$ cat config.mk
export PLATFORM = sky130hd
export DESIGN_NAME = mmu
export DESIGN_NICKNAME = d
export VERILOG_FILES = /design/src/rtl/mmu_pkg.sv /design/src/rtl/mmu_timer.sv /design/src/rtl/mmu.sv
export SDC_FILE = /design/constraint.sdc
export NUM_CORES = 1
export LEC_CHECK = 0
export ABC_CLOCK_PERIOD_IN_PS = 8100
export CORE_MARGIN = 2
export CORE_UTILIZATION = 40
export DETAILED_ROUTE_END_ITERATION = 16
export GPL_TIMING_DRIVEN = 0
export HOLD_SLACK_MARGIN = 0.06
export PLACE_DENSITY = 0.77
export RECOVER_POWER = 100
export SYNTH_ARGS = -nofsm -noshare
export SYNTH_HDL_FRONTEND = slang
export SYNTH_SLANG_ARGS = --single-unit
$ cat constraint.sdc
create_clock -name clk -period 8.1 [get_ports clk]
set_input_delay 1.215 -clock clk [delete_from_list [all_inputs] [get_ports clk]]
set_output_delay 1.215 -clock clk [all_outputs]
set_load 0.01 [all_outputs]
$ cat src/rtl/mmu_pkg.sv
// ============================================================================
// Module : mmu_pkg
// Brief  : MMIO address map and fence FSM state encoding for the mmu block.
// Rev    : 1.0  initial release
// ============================================================================
`default_nettype none

package mmu_pkg;

  localparam logic [31:0] c_ADDR_MTIME_LO    = 32'h8000_0000;
  localparam logic [31:0] c_ADDR_MTIME_HI    = 32'h8000_0004;
  localparam logic [31:0] c_ADDR_MTIMECMP_LO = 32'h8000_0008;
  localparam logic [31:0] c_ADDR_MTIMECMP_HI = 32'h8000_000C;
  localparam logic [31:0] c_ADDR_GPIO        = 32'h8000_0010;

  typedef enum logic [1:0] {
    FENCE_IDLE  = 2'd0,
    FENCE_FLUSH = 2'd1,
    FENCE_DONE  = 2'd2
  } fence_state_t;

endpackage

`default_nettype wire

$ cat src/rtl/mmu_timer.sv
// ============================================================================
// Module : mmu_timer
// Brief  : Machine timer: divided mtime counter, mtimecmp and registered irq.
// Rev    : 1.0  initial release
// ============================================================================
`default_nettype none

module mmu_timer
  import mmu_pkg::*;
#(
  parameter int TICK_DIV = 1
) (
  input  logic        clk,
  input  logic        resetb,
  input  logic [31:0] wdata,
  input  logic        wr_mtime_lo,
  input  logic        wr_mtime_hi,
  input  logic        wr_cmp_lo,
  input  logic        wr_cmp_hi,
  output logic [63:0] mtime,
  output logic [63:0] mtimecmp,
  output logic        irq
);

  localparam int c_DW = (TICK_DIV > 1) ? $clog2(TICK_DIV) : 1;

  logic [c_DW-1:0] r_div;
  logic [63:0]     r_mtime;
  logic [63:0]     r_mtimecmp;
  logic            r_irq;
  logic            w_tick;

  assign w_tick = (r_div == c_DW'(TICK_DIV - 1));

  always_ff @(posedge clk) begin
    if (!resetb) begin
      r_div <= '0;
    end else begin
      r_div <= w_tick ? '0 : r_div + 1'b1;
    end
  end

  // A software write to either mtime half suppresses that cycle's increment.
  always_ff @(posedge clk) begin
    if (!resetb) begin
      r_mtime    <= 64'd0;
      r_mtimecmp <= 64'hFFFF_FFFF_FFFF_FFFF;
      r_irq      <= 1'b0;
    end else begin
      if (wr_mtime_lo || wr_mtime_hi) begin
        if (wr_mtime_lo) r_mtime[31:0]  <= wdata;
        if (wr_mtime_hi) r_mtime[63:32] <= wdata;
      end else if (w_tick) begin
        r_mtime <= r_mtime + 64'd1;
      end
      if (wr_cmp_lo) r_mtimecmp[31:0]  <= wdata;
      if (wr_cmp_hi) r_mtimecmp[63:32] <= wdata;
      r_irq <= (r_mtime >= r_mtimecmp);
    end
  end

  assign mtime    = r_mtime;
  assign mtimecmp = r_mtimecmp;
  assign irq      = r_irq;

endmodule

`default_nettype wire

$ cat src/rtl/mmu.sv
// ============================================================================
// Module : mmu
// Brief  : Core memory/IO unit: RAM routing, MMIO, load alignment, fence_i, boot.
// Rev    : 1.0  initial release
// ============================================================================
`default_nettype none

module mmu
  import mmu_pkg::*;
#(
  parameter int RAM_AW       = 12,
  parameter int BOOT_DELAY   = 16,
  parameter int FENCE_CYCLES = 2,
  parameter int TICK_DIV     = 1
) (
  input  logic              clk,
  input  logic              resetb,
  output logic              boot,
  input  logic [31:0]       im_addr,
  output logic [31:0]       im_do,
  input  logic [31:0]       dm_addr,
  input  logic [31:0]       dm_di,
  input  logic [3:0]        dm_be,
  input  logic              dm_we,
  input  logic              dm_is_signed,
  output logic [31:0]       dm_do,
  input  logic              fence_i,
  output logic              fence_i_done,
  output logic              irq_mtimecmp,
  output logic [RAM_AW-1:0] imem_addr,
  input  logic [31:0]       imem_rdata,
  output logic [RAM_AW-1:0] dmem_addr,
  output logic [31:0]       dmem_wdata,
  output logic [3:0]        dmem_wbe,
  input  logic [31:0]       dmem_rdata,
  output logic [7:0]        gpio_out
);

  localparam int c_FCW = (FENCE_CYCLES > 1) ? $clog2(FENCE_CYCLES) : 1;

  logic              w_mmio;
  logic              w_load;
  logic              w_mmio_wr;
  logic [31:0]       w_mmio_rdata;
  logic [63:0]       w_mtime;
  logic [63:0]       w_mtimecmp;
  logic              w_irq;
  logic [31:0]       w_ld_word;
  logic [31:0]       w_ld_shift;
  logic              w_unused_ok;

  logic [3:0]        r_ld_be;
  logic [1:0]        r_ld_off;
  logic              r_ld_signed;
  logic              r_ld_mmio;
  logic [31:0]       r_ld_mmio_data;
  logic [7:0]        r_gpio;
  logic [15:0]       r_boot_cnt;
  logic              r_boot;
  fence_state_t      r_fence_state;
  logic [c_FCW-1:0]  r_fence_cnt;
  logic              r_fence_done;

  assign w_unused_ok = &{1'b0, im_addr[31:RAM_AW+2], im_addr[1:0]};

  assign imem_addr = im_addr[RAM_AW+1:2];
  assign im_do     = imem_rdata;
  assign dmem_addr = dm_addr[RAM_AW+1:2];

  assign w_mmio    = dm_addr[31];
  assign w_load    = (dm_be != 4'b0000) && !dm_we;
  assign w_mmio_wr = dm_we && w_mmio && (dm_be == 4'b1111);

  assign dmem_wbe = (dm_we && !w_mmio) ? dm_be : 4'b0000;

  always_comb begin
    dmem_wdata = dm_di;
    case (dm_be)
      4'b0001, 4'b0010, 4'b0100, 4'b1000: dmem_wdata = {4{dm_di[7:0]}};
      4'b0011, 4'b1100:                   dmem_wdata = {2{dm_di[15:0]}};
      default:                            dmem_wdata = dm_di;
    endcase
  end

  mmu_timer #(
    .TICK_DIV(TICK_DIV)
  ) u_timer (
    .clk        (clk),
    .resetb     (resetb),
    .wdata      (dm_di),
    .wr_mtime_lo(w_mmio_wr && (dm_addr == c_ADDR_MTIME_LO)),
    .wr_mtime_hi(w_mmio_wr && (dm_addr == c_ADDR_MTIME_HI)),
    .wr_cmp_lo  (w_mmio_wr && (dm_addr == c_ADDR_MTIMECMP_LO)),
    .wr_cmp_hi  (w_mmio_wr && (dm_addr == c_ADDR_MTIMECMP_HI)),
    .mtime      (w_mtime),
    .mtimecmp   (w_mtimecmp),
    .irq        (w_irq)
  );

  assign irq_mtimecmp = w_irq;

  always_comb begin
    w_mmio_rdata = 32'd0;
    case (dm_addr)
      c_ADDR_MTIME_LO:    w_mmio_rdata = w_mtime[31:0];
      c_ADDR_MTIME_HI:    w_mmio_rdata = w_mtime[63:32];
      c_ADDR_MTIMECMP_LO: w_mmio_rdata = w_mtimecmp[31:0];
      c_ADDR_MTIMECMP_HI: w_mmio_rdata = w_mtimecmp[63:32];
      c_ADDR_GPIO:        w_mmio_rdata = {24'd0, r_gpio};
      default:            w_mmio_rdata = 32'd0;
    endcase
  end

  always_ff @(posedge clk) begin
    if (!resetb) begin
      r_gpio <= 8'd0;
    end else if (w_mmio_wr && (dm_addr == c_ADDR_GPIO)) begin
      r_gpio <= dm_di[7:0];
    end
  end

  assign gpio_out = r_gpio;

  // Non-load cycles clear the lane mask so dm_do reads back as zero.
  always_ff @(posedge clk) begin
    if (!resetb) begin
      r_ld_be        <= 4'b0000;
      r_ld_off       <= 2'b00;
      r_ld_signed    <= 1'b0;
      r_ld_mmio      <= 1'b0;
      r_ld_mmio_data <= 32'd0;
    end else begin
      r_ld_be        <= w_load ? dm_be : 4'b0000;
      r_ld_off       <= dm_addr[1:0];
      r_ld_signed    <= dm_is_signed;
      r_ld_mmio      <= w_mmio;
      r_ld_mmio_data <= w_mmio_rdata;
    end
  end

  assign w_ld_word  = r_ld_mmio ? r_ld_mmio_data : dmem_rdata;
  assign w_ld_shift = w_ld_word >> {r_ld_off, 3'b000};

  always_comb begin
    dm_do = 32'd0;
    case (r_ld_be)
      4'b0001, 4'b0010, 4'b0100, 4'b1000:
        dm_do = {{24{r_ld_signed & w_ld_shift[7]}}, w_ld_shift[7:0]};
      4'b0011, 4'b1100:
        dm_do = {{16{r_ld_signed & w_ld_shift[15]}}, w_ld_shift[15:0]};
      4'b1111:
        dm_do = w_ld_shift;
      default:
        dm_do = 32'd0;
    endcase
  end

  always_ff @(posedge clk) begin
    if (!resetb) begin
      r_boot_cnt <= 16'd0;
      r_boot     <= 1'b0;
    end else if (!r_boot) begin
      if (r_boot_cnt == 16'(BOOT_DELAY - 1)) begin
        r_boot <= 1'b1;
      end else begin
        r_boot_cnt <= r_boot_cnt + 16'd1;
      end
    end
  end

  assign boot = r_boot;

  // DONE always returns to IDLE, so a held fence_i re-arms a fresh flush.
  always_ff @(posedge clk) begin
    if (!resetb) begin
      r_fence_state <= FENCE_IDLE;
      r_fence_cnt   <= '0;
      r_fence_done  <= 1'b0;
    end else begin
      r_fence_done <= 1'b0;
      case (r_fence_state)
        FENCE_IDLE: begin
          if (fence_i && r_boot) begin
            r_fence_state <= FENCE_FLUSH;
            r_fence_cnt   <= '0;
          end
        end
        FENCE_FLUSH: begin
          if (r_fence_cnt == c_FCW'(FENCE_CYCLES - 1)) begin
            r_fence_state <= FENCE_DONE;
            r_fence_done  <= 1'b1;
          end else begin
            r_fence_cnt <= r_fence_cnt + 1'b1;
          end
        end
        FENCE_DONE: r_fence_state <= FENCE_IDLE;
        default:    r_fence_state <= FENCE_IDLE;
      endcase
    end
  end

  assign fence_i_done = r_fence_done;

endmodule

`default_nettype wire

* Yosys cells after proc, flatten, opt, wreduce, memory -nomap -nowiden
Cells that the tools add are included.
Word-level totals: register bits after elaboration 199, input port bits 169, output and inout bits 135, logic and storage cells 99
Cells by class: add/subtract/negate cells 4, magnitude comparators 1, equal/unequal tests 26, shift operators 1, muxes and demuxes 18, bitwise operators 4, reductions and logical operators 28
Operators with widths (count):
- $eq A32 B32 Y1 const B | 5
- $pmux W32 S5 | 1
- $mux W64 | 2
- $mux W32 | 3
- $pmux W32 S3 | 1
- $add A64 B1 Y64 const B | 1
- $ge A64 B64 Y1 | 1
- $pmux W32 S2 | 1
- $shr A32 B5 Y32 | 1
- $eq A4 B4 Y1 const B | 6
- $add A16 B1 Y16 const B | 1
- $eq A16 B4 Y1 const B | 1
- $eq A4 B2 Y1 const B | 4
- $reduce_and A2 Y1 | 8
- $logic_and A1 B1 Y1 | 10
- $eq A4 B1 Y1 const B | 2
- $eq A4 B3 Y1 const B | 2
- $reduce_or A4 Y1 | 2
- $ne A2 B2 Y1 const B | 3
- $mux W1 | 5
- $mux W2 | 2
- $mux W4 | 1
- $ne A2 B1 Y1 const B | 2
- $pmux W2 S2 | 1
- 11 further kinds | 16

* Depth between registers and ports, before layout
Gate-level depths: netlist of run 1.
word-level depth 6, depth in mapped cells 9, depth with buffers taken out 8

* Hierarchy
From an unflattened synthesis of run 1, not the netlist that was laid out.
Unflattened totals: cell total of the unflattened synthesis 1511, area, all modules 13097.6 sq um
Modules (own cells, without submodules):
- mmu_timer | times used 1, cells each 944, area an instance 7596.0 sq um, sequential area each 2602.5 sq um
- mmu | times used 1, cells each 567, area an instance 5501.5 sq um, sequential area each 1381.3 sq um

* Least setup slack after synthesis of run 1
OpenSTA, ideal clock, no wires.
path type input to output, start point in dm_be[1], end point out dmem_wdata[22], data arrival time 2.625 ns, data required time 6.885 ns, slack 4.260 ns, cell stages on the path 4, path buffers 1, cells stage by stage or2_2 xor2_1 clkbuf_1 mux2_2
Between the ends: word-level cells in the longest chain between the ends 3, elaborated cells between the ends (all ways) 9, classes of those cells 6 x eq/ne; 1 x mux; 2 x reduce/logical
RTL lines:
- start: declaration | RTL line mmu.sv:23 | input logic [3:0] dm_be,
- $eq A4 B1 Y1, or another cell as far along | RTL line mmu.sv:78 | case (dm_be)
- $reduce_or A4 Y1 / $reduce_or A2 Y1 (equally long branches) | RTL line mmu.sv:78
- $pmux W32 S2 * | RTL line mmu.sv:78
- end: declaration | RTL line mmu.sv:33 | output logic [31:0] dmem_wdata,
Every way passes the cells marked *; elsewhere a longest branch is shown, timed or not.

* Final worst setup path of run 1
start point in dm_be[2], end point out dmem_wdata[14]
Same word-level chain as after synthesis.

==> results.json, run 1 <==
{
  "synth_adder_area_share_pct": 6.26,
  "antenna_found_initial": 2,
  "multi_input_area_sq_um": 7950,
  "place.gp.congestion": 1.07,
  "ctsResizeCount": 0,
  "drc_errors": 0,
  "cp-end-kind": "primary output",
  "cts-root-buf": "clkbuf_16",
  "ys_ff_latch": 199,
  "track_usage_pct": 36.1,
  "numCtsBuffers": 17,
  "p_total_w": 0.00223,
  "final.fill_count": 3201,
  "critPathRequiredTime_ps": 6880,
  "drv_slew": 10,
  "synth_edf_count": 0,
  "synth_top_family_by_area": "compound AO/OA/AOI/OAI gates",
  "rows": 66,
  "cts_tree": "done",
  "fin_cells": 2371,
  "crit_type": "input pin to primary output",
  "cp_slowest_cell": "o22ai_1",
  "holdBufCountCts": 0,
  "yosys-mux-area-fraction_pct": 6.85,
  "ant_nets": 0,
  "grt_pass1_wl_mm": 90.8,
  "drive_gt1_share_pct": 8.71,
  "path_buf_inv": 3,
  "routedWlPerCell_um": 26.8,
  "synth_top_area_share_pct": 30.2,
  "ys_async_sr_fraction_pct": 0,
  "synth_area_sq_um": 13200,
  "post_cts_buffers": 0,
  "cp-start-kind": "input pin",
  "boundaryPins": 304,
  "utilization_pct": 51.3,
  "first_iter_violations": 2319,
  "status": "finished with violations",
  "slew_headroom_pct": -60.1,
  "via_count": 15200,
  "p_leak_nw": 6.55,
  "die_area_sq_um": 34500,
  "ir_drop_v": 0.000134,
  "failed_checks": "max-capacitance violations, max-slew violations",
  "synthCells": 1659,
  "fp.dieW_um": 186,
  "crit_chain": "dlygate4sd3_1 -> nor2_1 -> nand2_1 -> o22ai_1 -> clkbuf_1 -> mux2_2 -> dlygate4sd3_1",
  "dp_cells": 2339,
  "yosys.area.top_type": "dfxtp_1",
  "synth.most_common_cell": "nand2_1",
  "yosysSeqAreaShare_pct": 30.2,
  "yosysWarningCount": 0,
  "synth.area.top_cells": "dfxtp_1 (30%), ha_1 (6.3%), nand2_1 (5.9%), o211ai_1 (4.1%), buf_4 (3.6%)",
  "worst_pin_slew_ps": 2380,
  "initial_core_util_pct": 40.6,
  "holdWs_ps": 480,
  "max-cap-violations": 1,
  "drt-total-wl_mm": 63.6,
  "cts_buffer_depth": 2,
  "hold_path_class": "register to register",
  "clock_skew_ps": 15.0,
  "synth.distinct_cells": 75,
  "cts_sinks": 199,
  "syn_avg_cell_area_sq_um": 7.95,
  "register_area_sq_um": 3980,
  "synthTopCellsByCount": "nand2_1 (207), dfxtp_1 (199), nor2_1 (113)",
  "clk_pin_slew_worst_paths_ps": 70,
  "synthSimpleGateAreaFrac_pct": 21.6,
  "max_stage_delay_ps": 1060,
  "min_period_ps": 5850,
  "syn-num-nets": 1894,
  "rsz0062_at_grt": "no",
  "nets": 2151,
  "via_per_inst": 6.43,
  "arrival_ps": 4630,
  "cts_max_level": 4,
  "yosys_most_used_dff": "dfxtp_1",
  "cp_top_family": "buffers and inverters",
  "insertion_delay_ps": 460,
  "path_max_fanout": 10,
  "overflow": 0,
  "setup_viol": 0,
  "hold_viol": 0,
  "area_growth_pct": 26.6,
  "fmax_ghz": 0.171,
  "fp.coreArea_sq_um": 32500,
  "power.density_nw_per_um2": 133,
  "port_buffers": 235,
  "drt-pass1-iter-count": 10,
  "grt_pass1_vias": 14000,
  "synth_compound_area_share_pct": 24.5,
  "n_antenna_cell": 0,
  "min_period_over_period_pct": 72.2,
  "die-height_um": 186,
  "fin_setup_tns_ps": 0,
  "grt_max_degree": 18,
  "dpl.hpwl_mm": 49.3,
  "crit_top_cell": "dlygate4sd3_1",
  "synthXorXnorAreaFrac_pct": 0.996
}
cells in the final DEF (no fill, tap or decap), drive strengths merged, types with 41 or more instances in the layout:
master         count
nand4             44
dlygate4sd3      134
nor3              41
nor2             113
o21ai             93
clkbuf           126
inv               91
nand3             49
ha                66
buf               75
a21oi             92
dfxtp            199
o211ai            72
clkdlybuf4s50    101
nand2            207
flip-flops by register name, summed over array words and instances, names as in the netlist:
register and count:
u_timer.mtime 64, u_timer.mtimecmp 64, r_ld_mmio_data 32, r_boot_cnt 16, gpio_out 8, r_ld_be 4
r_fence_state 2, r_ld_off 2, boot 1, fence_i_done 1, r_fence_cnt 1, r_ld_mmio 1
r_ld_signed 1, u_timer.irq 1, u_timer.r_div 1
path summary, 6_finish.rpt:
| check | depth (start not counted) | end | slack [ps] | startpoint |
|---|---|---|---|---|
| setup / recovery | 7 | dmem_wdata[14] | 2250 | dm_be[2] |
| hold / removal | 2 | gpio_out[2] | 480 | gpio_out[2] |
| setup reg to reg | 7 | u_timer.mtime[60] | 4380 | u_timer.mtime[29] |
| hold reg to reg | 2 | gpio_out[2] | 480 | gpio_out[2] |
routing by layer:
layer,global-route usage [%],part of all wire (%)
met1,46.0,37
met2,55.0,43
met3,9.04,13
met4,22.0,6.8
met5,0,0
worst register-to-register path: stages, from the launching register on:
cell	delay (ps)
dfxtp_1	470
clkbuf_1	600
nand4_1	590
or4_1	680
nor4_1	680
nand4_1	220
o31a_1	270
o22ai_1	130
metrics by stage:
stage               cell area [sq um]  worst slack [ps]
floorplan                       13200              4260
global placement                16100              2650
detailed placement              16100              2600
CTS                             16700              2590
global route                    16700              2210
finish                          16700              2250
power breakdown:
group	internal, W	switching, W
clock	0.000478	0.000416
sequential	0.000982	0.00000469
combinational	0.000161	0.000187
total	0.00162	0.000609
final cells by class:
| type | instances | area share [%] |
|---|---|---|
| multi-input combinational | 1194 | 47.6 |
| tap | 442 | 3.31 |
| clock buffer | 20 | 2.73 |
| buffer | 178 | 5.52 |
| inverter | 88 | 1.98 |
| clock inverter | 12 | 0.846 |
| timing repair buffer | 238 | 14.2 |
| sequential | 199 | 23.8 |
cell families after synthesis:
group,after synthesis
AO/OA/AOI/OAI,464
AND/OR/NAND/NOR,584
multiplexers,64
XOR/XNOR,15
adder cells (fa/ha/maj),66
buffers and inverters,266
flip-flops,199
other,1
(Power assumes the default switching activity.)
==> inputs of run 2 (changes only) <==
ABC_CLOCK_PERIOD_IN_PS = 4900   (was 8100)
PLACE_DENSITY = 0.8   (was 0.77)
clock period = 4.9 ns   (was 8.1 ns; I/O delays follow)
==> run 2 against run 1 <==
Against the previous run: non-clock buffer count fell by 1; the run still ends with max-capacitance violations, max-slew violations left; critical endpoint is now dmem_wdata[25]; critical path depth up 1; first-iteration DRC count decreased by 12%; clock power is 70% higher; sequential power is 65% higher.
==> results.json, run 2 (synthesis gave the netlist of run 1 again) <==
{
  "ctsResizeCount": 0,
  "p_total_w": 0.00373,
  "dpl.hpwl_mm": 51.4,
  "area_growth_pct": 26.9,
  "routedWlPerCell_um": 27.7,
  "fin_setup_tns_ps": 0,
  "cts-root-buf": "clkbuf_16",
  "cts_sinks": 199,
  "numCtsBuffers": 17,
  "drv_slew": 10,
  "initial_core_util_pct": 40.6,
  "fp.dieW_um": 186,
  "hold_path_end": "gpio_out[2]",
  "min_period_ps": 4710,
  "slew_headroom_pct": -2.37,
  "holdPathStages": 2,
  "fin_ws_ps": 192,
  "timing.rr.end": "u_timer.mtime[60]",
  "power.density_nw_per_um2": 223,
  "cp-start-kind": "input pin",
  "boundaryPins": 304,
  "p_leak_nw": 6.56,
  "status": "finished with violations",
  "rsz0062_at_grt": "no",
  "clock_skew_ps": 13.9,
  "rows": 66,
  "cts_max_level": 4,
  "fmax_ghz": 0.212,
  "track_usage_pct": 37.3,
  "holdWs_ps": 485,
  "post_cts_buffers": 0,
  "nets": 2150,
  "failed_checks": "max-capacitance violations, max-slew violations",
  "setup_viol": 0,
  "ir_drop_v": 0.000203,
  "arrival_ps": 3970,
  "drive_gt1_share_pct": 8.87,
  "drt-pass1-iter-count": 10,
  "fp.coreArea_sq_um": 32500,
  "path_max_fanout": 10,
  "antenna_found_initial": 1,
  "clk_pin_slew_worst_paths_ps": 80,
  "min_period_over_period_pct": 96.1,
  "grt_max_degree": 23,
  "cts_tree": "done",
  "drc_errors": 0,
  "hold_viol": 0,
  "place.gp.congestion": 1.05,
  "via_count": 14900,
  "cp-end-kind": "primary output",
  "hold_path_class": "register to register",
  "overflow": 0,
  "die_area_sq_um": 34500,
  "dp_slack_ps": 208,
  "final_cell_mix": "nand2_1 (207), dfxtp_1 (199), dlygate4sd3_1 (121)",
  "via_per_inst": 6.31,
  "rr_worst_depth": 7,
  "r2r_slack_ps": 1160,
  "holdBufCountCts": 0,
  "crit_type": "input pin to primary output",
  "first_iter_violations": 2035,
  "grt_pass1_vias": 13900,
  "grt_pass1_wl_mm": 92.7,
  "drt-total-wl_mm": 65.6,
  "fin_cells": 2370,
  "worst_pin_slew_ps": 1520,
  "die-height_um": 186,
  "critPathRequiredTime_ps": 4160,
  "max-cap-violations": 1,
  "r2r-start": "u_timer.mtime[29]",
  "cts_buffer_depth": 2,
  "final_common_cell": "nand2_1",
  "n_antenna_cell": 0,
  "port_buffers": 235,
  "dp_cells": 2338,
  "worstHoldStart": "gpio_out[2]",
  "ant_nets": 0,
  "insertion_delay_ps": 470
}
## run 2: changes by cell type in the layout (fill, tap and decap cells not counted), sizes merged
| cell | previous run | this run |
|---|---|---|
| clkdlybuf4s50 | 101 | 114 |
| dlygate4sd3 | 134 | 121 |
| clkinv | 4 | 10 |
| clkbuf | 126 | 123 |
| clkinvlp | 3 | 0 |
| bufinv | 2 | 0 |
| inv | 91 | 93 |
| buf | 75 | 74 |
## run 2: layout make-up
cell class | instances | area (sq um)
Tap cell | 442 | 553
Sequential cell | 199 | 3980
Buffer | 178 | 925
Multi-Input combinational cell | 1194 | 7950
Clock buffer | 17 | 425
Fill cell | 3204 | 15800
Timing Repair Buffer | 237 | 2370
Inverter | 88 | 330
Clock inverter | 15 | 201
## run 2: worst max-delay path by stage
stage                        end  cells past startpoint   startpoint  slack (ps)
2_1_floorplan           dm_do[5]                      7    r_ld_mmio        2010
3_3_place_gp   u_timer.mtime[41]                      8  dm_addr[21]         260
3_5_place_dp   u_timer.mtime[41]                      8  dm_addr[31]         210
4_1_cts           dmem_wdata[15]                      7     dm_be[3]         380
5_1_grt           dmem_wdata[28]                      8     dm_be[3]         120
6_report          dmem_wdata[25]                      8     dm_be[3]         190
## run 2: metrics by stage
step                      instance area, sq um  util, %
final                                    16700     51.4
after global routing                     16700     51.4
after CTS                                16800     51.5
after detailed placement                 16100     49.6
after global placement                   16100     49.5
after floorplan                          13200        -
## run 2: metal layers
layer	up-vias	GRT usage (%)	wire length (um)
met5	-	0	0
met4	0	21.4	3910
met3	165	8.35	7460
met2	1016	57.9	28900
met1	7106	47.6	25300
li1	6662	-	-
## run 2: worst max-delay path, stage by stage
cell and delay [ps]:
dlygate4sd3_1 630, nor2_1 250, nand2_1 110, o22ai_1 940, clkbuf_1 410, a222oi_1 200
inv_1 140, clkdlybuf4s50_1 540
## run 2: power breakdown
group	internal, W	switching [W]
sequential	0.00162	0.00000720
combinational	0.000270	0.000314
clock	0.000704	0.000811
